<file path="config.mk">
export PLATFORM = sky130hd
export DESIGN_NAME = pwm_sequencer
export DESIGN_NICKNAME = d
export VERILOG_FILES = /design/src/rtl/pwm_sequencer.sv
export SDC_FILE = /design/constraint.sdc
export NUM_CORES = 1
export LEC_CHECK = 0
export ABC_AREA = 1
export CORE_MARGIN = 5
export CORE_UTILIZATION = 30
export DETAILED_ROUTE_END_ITERATION = 10
export PLACE_DENSITY_LB_ADDON = 0.05
export SYNTH_ARGS = -nofsm -noshare
export SYNTH_HDL_FRONTEND = slang
export SYNTH_SLANG_ARGS = --single-unit
</file>
<file path="constraint.sdc">
create_clock -name clk -period 2.2 [get_ports clk]
set_clock_uncertainty 0.15 [all_clocks]
set_input_delay 0.44 -clock clk [delete_from_list [all_inputs] [get_ports clk]]
set_output_delay 0.44 -clock clk [all_outputs]
set_load 0.1 [all_outputs]
</file>
<file path="src/rtl/pwm_sequencer.sv">
// rtl/pwm_sequencer.sv - phase sequencer, soft-start PWM and full-scale fault shutdown for the duty-cycle store
//
// Ports:
//   clk        : clock, rising edge
//   rst_n      : asynchronous active-low reset
//   enable     : run request (level)
//   dc_control : duty level from the store, latched once per frame
//   trigger    : 3-bit phase counter to the store
//   store_clr  : active-high clear to the store
//   pwm_out    : PWM drive, min(latched duty, ramp limit) of 8 phases
//   running    : high in RUN
//   fault      : high in FAULT

module pwm_sequencer #(
    parameter int PRESCALE     = 4,
    parameter int FAULT_FRAMES = 3
) (
    input  logic       clk,
    input  logic       rst_n,
    input  logic       enable,
    input  logic [2:0] dc_control,
    output logic [2:0] trigger,
    output logic       store_clr,
    output logic       pwm_out,
    output logic       running,
    output logic       fault
);

    localparam int              PW        = (PRESCALE > 1) ? $clog2(PRESCALE) : 1;
    localparam logic [PW-1:0]   PRESC_MAX = PW'(PRESCALE - 1);
    localparam logic [3:0]      FAULT_LIM = 4'(FAULT_FRAMES);

    typedef enum logic [1:0] {
        S_IDLE,
        S_ARM,
        S_RUN,
        S_FAULT
    } state_e;

    state_e          state_q, state_d;
    logic [PW-1:0]   presc_q, presc_d;
    logic [2:0]      trig_q, trig_d;
    logic [2:0]      duty_q, duty_d;
    logic [2:0]      ramp_q, ramp_d;
    logic [3:0]      fcnt_q, fcnt_d;
    logic            arm_first_q, arm_first_d;

    logic            tick;
    logic            frame_end;
    logic [3:0]      fcnt_next;
    logic            trip;
    logic [2:0]      eff_duty;

    assign tick      = (presc_q == PRESC_MAX);
    assign frame_end = tick && (trig_q == 3'd7);

    // Fault count is judged on the value being latched at this frame end.
    assign fcnt_next = (dc_control != 3'd7) ? 4'd0 :
                       (fcnt_q == 4'd15)    ? 4'd15 : (fcnt_q + 4'd1);
    assign trip      = (fcnt_next == FAULT_LIM);

    always_ff @(posedge clk or negedge rst_n) begin
        if (!rst_n) begin
            state_q     <= S_IDLE;
            presc_q     <= '0;
            trig_q      <= 3'd0;
            duty_q      <= 3'd0;
            ramp_q      <= 3'd0;
            fcnt_q      <= 4'd0;
            arm_first_q <= 1'b0;
        end else begin
            state_q     <= state_d;
            presc_q     <= presc_d;
            trig_q      <= trig_d;
            duty_q      <= duty_d;
            ramp_q      <= ramp_d;
            fcnt_q      <= fcnt_d;
            arm_first_q <= arm_first_d;
        end
    end

    always_comb begin
        state_d     = state_q;
        presc_d     = presc_q;
        trig_d      = trig_q;
        duty_d      = duty_q;
        ramp_d      = ramp_q;
        fcnt_d      = fcnt_q;
        arm_first_d = 1'b0;

        unique case (state_q)
            S_IDLE: begin
                presc_d = '0;
                trig_d  = 3'd0;
                duty_d  = 3'd0;
                ramp_d  = 3'd0;
                fcnt_d  = 4'd0;
                if (enable) begin
                    state_d     = S_ARM;
                    arm_first_d = 1'b1;
                end
            end

            S_ARM, S_RUN: begin
                if (!enable) begin
                    // A dropped enable overrides any frame-end action on this edge.
                    state_d = S_IDLE;
                    presc_d = '0;
                    trig_d  = 3'd0;
                    duty_d  = 3'd0;
                    ramp_d  = 3'd0;
                    fcnt_d  = 4'd0;
                end else begin
                    presc_d = tick ? '0 : (presc_q + PW'(1));
                    if (tick) begin
                        trig_d = trig_q + 3'd1;
                    end
                    if (frame_end) begin
                        fcnt_d = fcnt_next;
                        if (trip) begin
                            // Duty is not updated: the full-scale value is discarded.
                            state_d = S_FAULT;
                            presc_d = '0;
                            trig_d  = 3'd0;
                        end else begin
                            state_d = S_RUN;
                            duty_d  = dc_control;
                            // Ramp starts at 0 for the first RUN frame.
                            if (state_q == S_ARM) begin
                                ramp_d = 3'd0;
                            end else if (ramp_q != 3'd7) begin
                                ramp_d = ramp_q + 3'd1;
                            end
                        end
                    end
                end
            end

            S_FAULT: begin
                presc_d = '0;
                trig_d  = 3'd0;
                if (!enable) begin
                    state_d = S_IDLE;
                    duty_d  = 3'd0;
                    ramp_d  = 3'd0;
                    fcnt_d  = 4'd0;
                end
            end

            default: begin
                state_d = S_IDLE;
            end
        endcase
    end

    assign eff_duty  = (duty_q < ramp_q) ? duty_q : ramp_q;

    // All outputs decode registered state only, so reset reaches them without a clock.
    assign trigger   = trig_q;
    assign running   = (state_q == S_RUN);
    assign fault     = (state_q == S_FAULT);
    assign store_clr = (state_q == S_IDLE) || (state_q == S_FAULT) ||
                       ((state_q == S_ARM) && arm_first_q);
    assign pwm_out   = (state_q == S_RUN) && (trig_q < eff_duty);

endmodule

</file>
==> impl_metrics.json <==
{
  "outcome": "complete, but fails checks",
  "violations": "setup timing",
  "start_util_pct": 31.1,
  "drcViolationCount": 0,
  "setup-tns-final_ns": -0.384,
  "worstHoldStart": "presc_q[0]",
  "rr_startpoint": "trigger[0]",
  "start_kind": "flip-flop",
  "drv_slew": 0,
  "clock-root-buffer": "clkbuf_8",
  "grt_overflow": 0,
  "clk_path_buf_depth": 2,
  "reg2reg_depth": 9,
  "grt_pass1_vias": 1048,
  "hp-class": "reg -> reg",
  "firstDrtPassIters": 4,
  "port_buffers": 12,
  "netlist_area_um2": 1240,
  "first_iter_violations": 28,
  "insertedDiodeCount": 0,
  "cts_hold_buffers": 0,
  "die_h_um": 74.4,
  "leakagePower_nw": 0.848,
  "layout_worst_path_cycle_share_pct": 117,
  "grt_pass1_wl_mm": 4.63,
  "grt_max_degree": 19,
  "syn-mean-instance-area_um2": 8.45,
  "rows": 23,
  "postRouteAntennaNets": 0,
  "synth_edf_count": 0,
  "cts.htree.levels": 1,
  "pre_cts_ws_ns": -0.238,
  "ys_warn_count": 0,
  "dp_hpwl_mm": 2.15,
  "clock_sinks": 18,
  "final_util_pct": 40.6,
  "p_per_area_nw_per_um2": 1140,
  "synthTopCellsByCount": "nand2_1, inv_1, dfrtp_1",
  "p_int_mw": 0.957,
  "grt_antenna_before_repair": 0,
  "r2r-end": "state_q[0]",
  "fin_nets": 197,
  "worstMarginPinSlew_ns": 0.330,
  "path_max_fanout": 3,
  "drt_wl_total_mm": 2.75,
  "rsz0062_at_grt": "yes",
  "async_reset_ff_share_pct": 100,
  "ys.flop_type": "dfrtp_1",
  "synth_most_common_cell": "nand2_1",
  "ys_types": 21,
  "layout_setup_ws_ns": -0.384,
  "path_class": "reg -> out",
  "clkLatencyLatePin_ns": 0.25,
  "combinationalPowerShare_pct": 62.7,
  "path_clk_slew_ns": 0.07,
  "setup_viol": 1,
  "synthToLayoutAreaGrowth_pct": 30.7,
  "seq_area_frac_synth_pct": 36.3,
  "netlist_instances": 147,
  "track_usage_pct": 11.1,
  "cts_tree": "yes",
  "cts_inserted_buffers": 3,
  "clkPwrFrac_pct": 13.2,
  "hold_end": "presc_q[0]",
  "critical_path_required_ns": 1.61,
  "drive_gt1_share_pct": 29.9,
  "cp-end-kind": "primary output",
  "synth_nets": 169,
  "die_area_um2": 5530,
  "post-route-min-period_ns": 2.58,
  "synth_seq_cells": 18,
  "ios": 13,
  "place.gp.congestion": 0.741,
  "drv_cap": 0,
  "p_sw_share_pct": 48.3,
  "die_x_um": 74.4,
  "routedWlPerCell_um": 12.3,
  "min_path_cells": 1,
  "vias": 1027,
  "synthTopCellsByArea": "dfrtp_1, ha_1, nand2_1",
  "ir_drop_uv": 601,
  "crit_arrival_ns": 1.99,
  "relSlewSlack_pct": 77.9,
  "pwr-share-seq_pct": 24.1,
  "hold_violations": 0,
  "coreArea_um2": 4000,
  "drt-vias-per-instance": 4.58,
  "p_sw_mw": 0.893,
  "rrSetupSlack_ns": 0.42,
  "synth.largest_area_cell": "dfrtp_1",
  "fmax_mhz": 387,
  "synth_top_area_share_pct": 36.3
}
layout make-up:
class	count	area (um^2)
Clock buffer	4	45.0
Fill cell	415	2380
Inverter	27	106
Multi-Input combinational cell	102	723
Sequential cell	18	452
Tap cell	50	62.6
Timing Repair Buffer	23	235
layout by cell type, fill, tap and decap left out, drive strengths merged:
cell	count
mux2	2
nor2	11
ha	16
clkinv	1
nand3	18
o21ai	6
clkdlybuf4s50	5
nand4	4
a22oi	1
dfrtp	18
xor2	1
nand2	38
o22ai	2
clkbuf	4
buf	18
inv	26
a21oi	3
state kept, by name, indices dropped and copies added (netlist names):
name         flops
duty_q           3
state_q          2
presc_q          2
trigger          3
arm_first_q      1
ramp_q           3
fcnt_q           4
metrics by stage:
step | instances | power (mW) | hold slack [ns] | area [um^2]
floorplan | 147 | 1.22 | -0.00559 | 1260
global placement | 218 | 1.56 | 0.273 | 1540
detailed placement | 218 | 1.56 | 0.278 | 1540
CTS | 222 | 1.85 | 0.288 | 1600
global route | 224 | 2.00 | 0.318 | 1620
finish | 224 | 1.85 | 0.283 | 1620
power groups by stage:
stage	combinational (mW)	clock, mW	sequential, mW
floorplan	0.770	0	0.455
global placement	1.11	0	0.450
detailed placement	1.11	0	0.450
CTS	1.14	0.258	0.448
global route	1.27	0.274	0.456
finish	1.16	0.244	0.447
kinds of logic after synthesis:
family	share of synthesized area [%]
AO/OA/AOI/OAI	6.44
XOR/XNOR	0.705
adder cells (fa/ha/maj)	16.1
buffers and inverters	8.56
flip-flops	36.3
multiplexers	1.81
AND/OR/NAND/NOR	30.1
repair_timing:
item,4_1_cts,5_1_grt
resized for setup,5,2
endpoints found under the setup margin,1,1
pin swaps,5,1
setup buffers,0,2
critical path: stages, from the launching register on:
cell	delay [ns]
dfrtp_1	0.39
inv_2	0.07
ha_4	0.20
a21oi_2	0.15
nand2_1	0.10
nand2_1	0.06
o21ai_1	0.06
ha_1	0.29
nand3_2	0.07
nand2_2	0.07
nor2_4	0.10
buf_12	0.18
worst max-delay path by stage:
stage / slack [ns] / start / endpoint
after floorplan: -0.35 / ramp_q[2] / pwm_out
after global placement: -0.21 / ramp_q[2] / pwm_out
after detailed placement: -0.24 / ramp_q[2] / pwm_out
after CTS: -0.39 / ramp_q[2] / pwm_out
after global routing: -0.50 / duty_q[1] / pwm_out
final: -0.38 / ramp_q[2] / pwm_out
routing by layer:
metal / wire (um) / vias to the layer above / global-route usage [%]
met3: 74 / 4 / 2.16
met2: 1310 / 15 / 19.3
li1: - / 529 / -
met4: 41 / 0 / 4.15
met1: 1320 / 479 / 13.5
met5: 0 / - / 0
No activity file was read; power rests on OpenSTA's default activity.
